[src/rtl/serial_subtractor.sv]
// serial_subtractor
// Bit-serial subtractor computing D = A - B - Bin (mod 2^WIDTH) and the final
// borrow-out Bout, one bit per clock, LSB first.
//
// Optional feature: define SERIAL_SUBTRACTOR_OVF_EN to add the registered
// signed-overflow flag V (borrow into the MSB XOR final borrow-out).
//
// Handshake: start is sampled only while idle (busy=0, done=0); the operands
// are captured on the accepting edge. busy is high for the WIDTH cycles of
// the serial pass, and done pulses for exactly one cycle once D/Bout hold the
// new result. start is ignored at all other times. There is no back-pressure.
//
// state_dbg exposes the FSM state for observation (0=IDLE, 1=SHIFT, 2=DONE).

module serial_subtractor #(
    parameter int WIDTH = 8
) (
    input  logic             clk,
    input  logic             rst,
    input  logic             start,
    input  logic [WIDTH-1:0] A,
    input  logic [WIDTH-1:0] B,
    input  logic             Bin,
    output logic             busy,
    output logic             done,
    output logic [WIDTH-1:0] D,
    output logic             Bout,
`ifdef SERIAL_SUBTRACTOR_OVF_EN
    output logic             V,
`endif
    output logic [1:0]       state_dbg
);

    // Counter must hold WIDTH-1 without wrapping; one extra bit of headroom.
    localparam int CW = $clog2(WIDTH + 1);
    localparam logic [CW-1:0] LAST_BIT = CW'(WIDTH - 1);

    typedef enum logic [1:0] {
        IDLE  = 2'd0,
        SHIFT = 2'd1,
        DONE  = 2'd2
    } state_t;

    state_t state;
    state_t state_next;

    logic [WIDTH-1:0] a_sr;
    logic [WIDTH-1:0] b_sr;
    // Partial result: holds the bits already produced. The bit being produced
    // this cycle completes the word, so WIDTH-1 stored bits are sufficient.
    logic [WIDTH-2:0] res;
    logic             br;
    logic [CW-1:0]    cnt;

    logic             accept;
    logic             last_bit;
    logic             d_bit;
    logic             br_next;
    logic [WIDTH-1:0] res_full;

    // Full-subtractor cell on the current LSBs plus the running borrow.
    always_comb begin
        d_bit    = a_sr[0] ^ b_sr[0] ^ br;
        br_next  = (~a_sr[0] & b_sr[0]) | (~(a_sr[0] ^ b_sr[0]) & br);
        res_full = {d_bit, res};
    end

    // State register.
    always_ff @(posedge clk or posedge rst) begin
        if (rst) begin
            state <= IDLE;
        end else begin
            state <= state_next;
        end
    end

    // Next-state decode and status outputs.
    always_comb begin
        state_next = state;
        busy       = 1'b0;
        done       = 1'b0;
        accept     = 1'b0;
        last_bit   = 1'b0;
        case (state)
            IDLE: begin
                if (start) begin
                    accept     = 1'b1;
                    state_next = SHIFT;
                end
            end
            SHIFT: begin
                busy = 1'b1;
                if (cnt == LAST_BIT) begin
                    last_bit   = 1'b1;
                    state_next = DONE;
                end
            end
            DONE: begin
                done       = 1'b1;
                state_next = IDLE;
            end
            default: begin
                state_next = IDLE;
            end
        endcase
    end

    // Operand capture, serial shift and bit counting.
    always_ff @(posedge clk or posedge rst) begin
        if (rst) begin
            a_sr <= '0;
            b_sr <= '0;
            res  <= '0;
            br   <= 1'b0;
            cnt  <= '0;
        end else if (accept) begin
            a_sr <= A;
            b_sr <= B;
            res  <= '0;
            br   <= Bin;
            cnt  <= '0;
        end else if (busy) begin
            a_sr <= a_sr >> 1;
            b_sr <= b_sr >> 1;
            res  <= res_full[WIDTH-1:1];
            br   <= br_next;
            if (!last_bit) begin
                cnt <= cnt + 1'b1;
            end
        end
    end

    // Visible result registers: updated only on the final serial edge.
    always_ff @(posedge clk or posedge rst) begin
        if (rst) begin
            D    <= '0;
            Bout <= 1'b0;
        end else if (last_bit) begin
            D    <= res_full;
            Bout <= br_next;
        end
    end

`ifdef SERIAL_SUBTRACTOR_OVF_EN
    // Signed overflow: borrow into the MSB differs from the borrow out of it.
    always_ff @(posedge clk or posedge rst) begin
        if (rst) begin
            V <= 1'b0;
        end else if (last_bit) begin
            V <= br ^ br_next;
        end
    end
`endif

    assign state_dbg = state;

endmodule

[config.mk]
export PLATFORM = sky130hd
export DESIGN_NAME = serial_subtractor
export DESIGN_NICKNAME = d
export VERILOG_FILES = /design/src/rtl/serial_subtractor.sv
export SDC_FILE = /design/constraint.sdc
export NUM_CORES = 1
export LEC_CHECK = 0
export ABC_AREA = 1
export CORE_MARGIN = 10
export CORE_UTILIZATION = 49
export DETAILED_ROUTE_END_ITERATION = 10
export PLACE_DENSITY_LB_ADDON = 0.08
export SLEW_MARGIN = 20
export SYNTH_ARGS = -nofsm -noshare
export SYNTH_HDL_FRONTEND = slang
export SYNTH_SLANG_ARGS = --single-unit
[constraint.sdc]
create_clock -name clk -period 1.9 [get_ports clk]
set_input_delay 0.38 -clock clk [delete_from_list [all_inputs] [get_ports clk]]
set_output_delay 0.38 -clock clk [all_outputs]
set_load 0.05 [all_outputs]
==> results.py, run 1 <==
metrics = {
    "detailed_routing": {
        "drt-total-wl_mm": 3.39,
        "wire_per_inst_um": 12.3,
        "ant_nets": 0,
        "viasPerCell": 4.84,
        "drc": 0,
        "drt_iter0_markers": 102,
        "drt-pass1-iter-count": 4,
        "via_count": 1330,
    },
    "timing": {
        "rsz0062_at_grt": "false",
        "skew_ns": 0.00650,
        "worst_pin_slew_ns": 0.486,
        "finalHoldViolations": 0,
        "final_period_minus_worst_setup_slack_ns": 1.77,
        "final.setup.tns_ns": 0,
        "slew_headroom_pct": 67.7,
        "setup_viol": 0,
        "fmax_mhz": 565,
        "finalCritPeriodShare_pct": 93.2,
        "final_max_slew_viol_count": 0,
    },
    "cts": {
        "root_buffer": "clkbuf_4",
        "cts-htree-levels": 2,
        "ctsResizeCount": 1,
        "cts.sinks": 39,
        "clock_latency_ns": 0.35,
        "holdBufCountCts": 0,
        "cts_made_buffers": 5,
        "postCtsSetupRepairBufs": 0,
        "cts_tree": "built",
        "cts_buffer_depth": 2,
        "clk_pin_slew_ns": 0.11,
    },
    "run_status": {
        "status": "finished clean",
    },
    "cells_and_area": {
        "drive_gt1_share_pct": 16.2,
        "diodes": 0,
        "fillers": 313,
        "area_growth_pct": 23.2,
        "nets": 250,
    },
    "logic_synthesis": {
        "synthCells": 191,
        "synth_area_leaders": "dfrtp_1 57%, nand2_1 18%, nand3_1 6.5%, inv_1 3.3%, o21ai_2 3.1%",
        "ys_types": 21,
        "synthesis.area_um2": 1700,
        "synth_top_area_share_pct": 57.4,
        "synth_edf_count": 0,
        "synthTopCellsByCount": "81 x nand2_1, 39 x dfrtp_1, 22 x nand3_1",
        "synth_flop_cell": "dfrtp_1",
        "yosysWarnings": 0,
        "synth_seq_area_share_pct": 57.4,
        "synth_seq_cells": 39,
        "synth_area_leader_cell": "dfrtp_1",
        "synth_most_common_cell": "nand2_1",
        "synth_nets": 213,
        "async_flop_share_pct": 100,
        "syn_area_per_cell_um2": 8.91,
    },
    "grt": {
        "grt_overflow": 0,
        "grt_usage_pct": 11.6,
        "grt_pass1_vias": 1397,
        "grt_max_degree": 40,
        "grt_first_pass_wirelength_mm": 5.91,
        "antenna_found_initial": 0,
    },
    "setup_path": {
        "cp_data_arrival_time_ns": 1.39,
        "crit_type": "reg2out",
        "critPathLaunchType": "flip-flop",
        "cp_max_fo": 19,
        "cp.required_ns": 1.52,
        "worst_setup_path_end_kind": "output port",
    },
    "power_and_ir_drop": {
        "p_per_area_nw_per_um2": 1660,
        "power_leakage_nw": 1.05,
        "worst_ir_drop_vdd_uv": 634,
        "power.total_w": 0.00347,
    },
    "floorplan": {
        "initial_core_util_pct": 51.0,
        "rows": 21,
        "io_pins": 33,
        "die_height_um": 78.9,
        "core_um2": 3340,
        "fp.dieW_um": 78.9,
        "dieArea_um2": 6230,
    },
    "place": {
        "routabilityCongestion": 0.776,
        "hpwl_mm": 2.52,
        "port_buffers": 32,
    },
    "worst_hold_path": {
        "hold_class": "in2async",
    },
    "run": {
        "drv_cap": 0,
    },
}
[cells in the final DEF (no fill, tap or decap), drive strengths merged]
master         count
buf               15
clkbuf             6
clkdlybuf4s50     19
clkinv             1
clkinvlp           1
dfrtp             39
dlygate4sd2        1
fa                 1
ha                 1
inv               17
nand2             86
nand3             22
nand4              1
nor2               4
o21ai             11
o22ai              3
or2                1
[cell type report]
type                            count  area [um^2]  share of cell area, %
Sequential cell                    39          976                   46.5
Tap cell                           46         57.6                   2.74
Multi-Input combinational cell    130          619                   29.5
Timing Repair Buffer               35          324                   15.5
Inverter                           17         66.3                   3.16
Clock inverter                      2         12.5                  0.597
Clock buffer                        6         41.3                   1.97
[cells by family (layout without fill, tap and decap cells)]
group	Yosys count	after routing	synth area share, %
AOI/OAI and AO/OA	14	14	5.66
adders and majority gates	2	2	1.91
buffers and inverters	22	60	6.25
DFF	39	39	57.4
and+or+nand+nor	114	114	28.8
[worst paths after layout]
kind	startpoint	to	slack, ns	depth (start not counted)
min in group clk	D[1]$_DFFE_PP0P_	D[1]$_DFFE_PP0P_	0.49	2
min reg2reg	D[1]$_DFFE_PP0P_	D[1]$_DFFE_PP0P_	0.49	2
max reg2reg	cnt[0]$_DFFE_PP0P_	D[4]$_DFFE_PP0P_	0.51	7
max in group asynchronous	rst	D[2]$_DFFE_PP0P_	1.15	3
min	rst	a_sr[5]$_DFFE_PP0P_	0.42	3
max	state_dbg[1]$_DFFE_PP0P_	busy	0.13	4
[worst max-delay path, stage by stage (launching register included)]
cell and delay, ns:
dfrtp_1 0.41, inv_1 0.13, nand2_4 0.11, inv_4 0.21
buf_12 0.17
[stage by stage]
step	cells	hold slack, ns	cell area [um^2]	setup WS (ns)	util (%)
final	275	0.420	2100	0.129	62.8
after global routing	275	0.458	2100	0.0594	62.8
after CTS	275	0.446	2100	0.123	62.8
after detailed placement	267	0.470	2040	0.318	61.3
after global placement	267	0.463	2040	0.371	61.3
after floorplan	191	0.442	1700	0.0427	-
[where the power goes]
part           switching, W  internal [W]
clock              0.000269      0.000143
sequential         0.000219       0.00119
combinational       0.00109      0.000563
[sequential cells by signal, indices dropped and copies added (netlist names)]
signal	flops
state_dbg	2
br	1
res	7
D	8
b_sr	8
Bout	1
cnt	4
a_sr	8
[routing by layer]
metal	track usage (%)	part of all wire (%)
met2	20.4	48
met1	12.2	43
met3	4.17	6.6
met4	5.38	1.9
met5	0	0
Note: power is estimated with default switching activity, not from simulation.
==> run 2: changes to the inputs <==
Settings changed: CTS_CLUSTER_SIZE set to 10.
==> results of run 2 <==
The final DEF is identical to that of run 1; final timing and power are the same.
==> run 3: changes to the inputs <==
Settings changed: CTS_BUF_LIST set to sky130_fd_sc_hd__clkbuf_2.
==> results.py, run 3 (synthesis results as in run 1) <==
metrics = {
    "run_status": {
        "status": "finished clean",
    },
    "setup_path": {
        "crit_type": "reg2out",
        "critPathBufInv": 3,
        "cp.required_ns": 1.52,
        "rrSetupSlack_ns": 0.50,
        "crit_chain": "inv_1 -> nand2_4 -> inv_6 -> buf_12",
        "crit_family": "buffers and inverters",
        "critPathLaunchType": "flip-flop",
        "worst_setup_path_end_kind": "output port",
        "cp_max_fo": 19,
        "crit_slowest_cell": "dfrtp_1",
        "cp_data_arrival_time_ns": 1.40,
        "cpPeakStageDelay_ns": 0.43,
    },
    "grt": {
        "grt_usage_pct": 11.6,
        "grt_pass1_vias": 1397,
        "grt_first_pass_wirelength_mm": 5.91,
        "grt_overflow": 0,
        "antenna_found_initial": 0,
        "grt_max_degree": 40,
    },
    "place": {
        "placed_area_um2": 2040,
        "post-place-cells": 267,
        "routabilityCongestion": 0.776,
        "hpwl_mm": 2.52,
        "port_buffers": 32,
    },
    "cts": {
        "cts-htree-levels": 2,
        "cts_tree": "built",
        "clock_latency_ns": 0.40,
        "cts.sinks": 39,
        "clk_pin_slew_ns": 0.18,
        "root_buffer": "clkbuf_2",
        "postCtsSetupRepairBufs": 0,
        "cts_made_buffers": 5,
        "cts_buffer_depth": 2,
    },
    "timing": {
        "setup_viol": 0,
        "rsz0062_at_grt": "false",
        "final_max_slew_viol_count": 0,
        "finalCritPeriodShare_pct": 93.9,
        "worst_pin_slew_ns": 0.486,
        "fmax_mhz": 561,
        "finalHoldViolations": 0,
        "final_period_minus_worst_setup_slack_ns": 1.78,
        "holdWs_ns": 0.360,
        "final.setup.tns_ns": 0,
        "skew_ns": 0.0104,
        "slew_headroom_pct": 67.7,
    },
    "detailed_routing": {
        "drc": 0,
        "viasPerCell": 4.81,
        "via_count": 1323,
        "drt-total-wl_mm": 3.39,
        "drt_iter0_markers": 100,
        "ant_nets": 0,
        "wire_per_inst_um": 12.3,
        "drt-pass1-iter-count": 4,
    },
    "cells_and_area": {
        "nets": 250,
        "final_cell_count_no_fill": 275,
        "diodes": 0,
        "final_cell_mix": "81 x nand2_1, 39 x dfrtp_1, 22 x nand3_1",
        "final_area_um2": 2090,
        "top_regs": "D (8), a_sr (8), b_sr (8)",
        "layout_commonest_cell": "nand2_1",
        "fillers": 316,
        "drive_gt1_share_pct": 16.6,
        "area_growth_pct": 22.7,
    },
    "floorplan": {
        "initial_core_util_pct": 51.0,
        "core_um2": 3340,
        "fp.dieW_um": 78.9,
        "io_pins": 33,
        "die_height_um": 78.9,
        "dieArea_um2": 6230,
        "rows": 21,
    },
    "power_and_ir_drop": {
        "worst_ir_drop_vdd_uv": 635,
        "p_per_area_nw_per_um2": 1640,
        "power.total_w": 0.00343,
        "power_leakage_nw": 1.05,
    },
    "worst_hold_path": {
        "hold_class": "in2async",
    },
    "run": {
        "drv_cap": 0,
    },
}
[run 3: area by class of cell]
type                            instances  area (um^2)  share of cell area (%)
Clock inverter                          2         12.5                   0.599
Multi-Input combinational cell        130          619                    29.7
Sequential cell                        39          976                    46.7
Inverter                               17         68.8                    3.30
Tap cell                               46         57.6                    2.76
Clock buffer                            6         30.0                    1.44
Timing Repair Buffer                   35          324                    15.5
[run 3: power breakdown]
part | internal [W] | leakage, nW | switching, W | total [W]
clock network | 0.0000938 | 0.0290 | 0.000269 | 0.000363
registers | 0.00118 | 0.493 | 0.000220 | 0.00140
logic | 0.000566 | 0.532 | 0.00110 | 0.00166
[run 3: final timing paths]
| path | cells after the start | start | endpoint |
|---|---|---|---|
| setup / recovery | 4 | state_dbg[1]$_DFFE_PP0P_ | busy |
| min in group clk | 3 | A[7] | a_sr[7]$_DFFE_PP0P_ |
| max in group asynchronous | 3 | rst | D[2]$_DFFE_PP0P_ |
| hold / removal | 3 | rst | a_sr[5]$_DFFE_PP0P_ |
| hold reg to reg | 2 | D[1]$_DFFE_PP0P_ | D[1]$_DFFE_PP0P_ |
| setup reg to reg | 7 | cnt[0]$_DFFE_PP0P_ | D[4]$_DFFE_PP0P_ |
[run 3: metrics by stage]
step | util (%) | setup slack [ns]
2_1_floorplan | - | 0.0427
3_3_place_gp | 61.3 | 0.371
3_5_place_dp | 61.3 | 0.318
4_1_cts | 62.5 | 0.0532
5_1_grt | 62.6 | 0.0247
6_report | 62.6 | 0.116
[run 3: what timing repair did]
action,in CTS,in global routing
hold buffers,0,0
endpoints found under the setup margin,1,1
gates resized for setup,1,1
[run 3: per-layer routing]
layer  global-route usage [%]  up-vias  part of all wire (%)
li1                         -      674                     -
met1                     12.2      614                    44
met2                     20.4       28                    48
met3                     4.17        7                   6.4
met4                     5.38        0                   1.8
met5                        0        -                     0
[run 3: worst min-delay path, stage by stage]
cell and delay [ns]:
clkdlybuf4s50_1 0.39, inv_1 0.05, buf_4 0.40
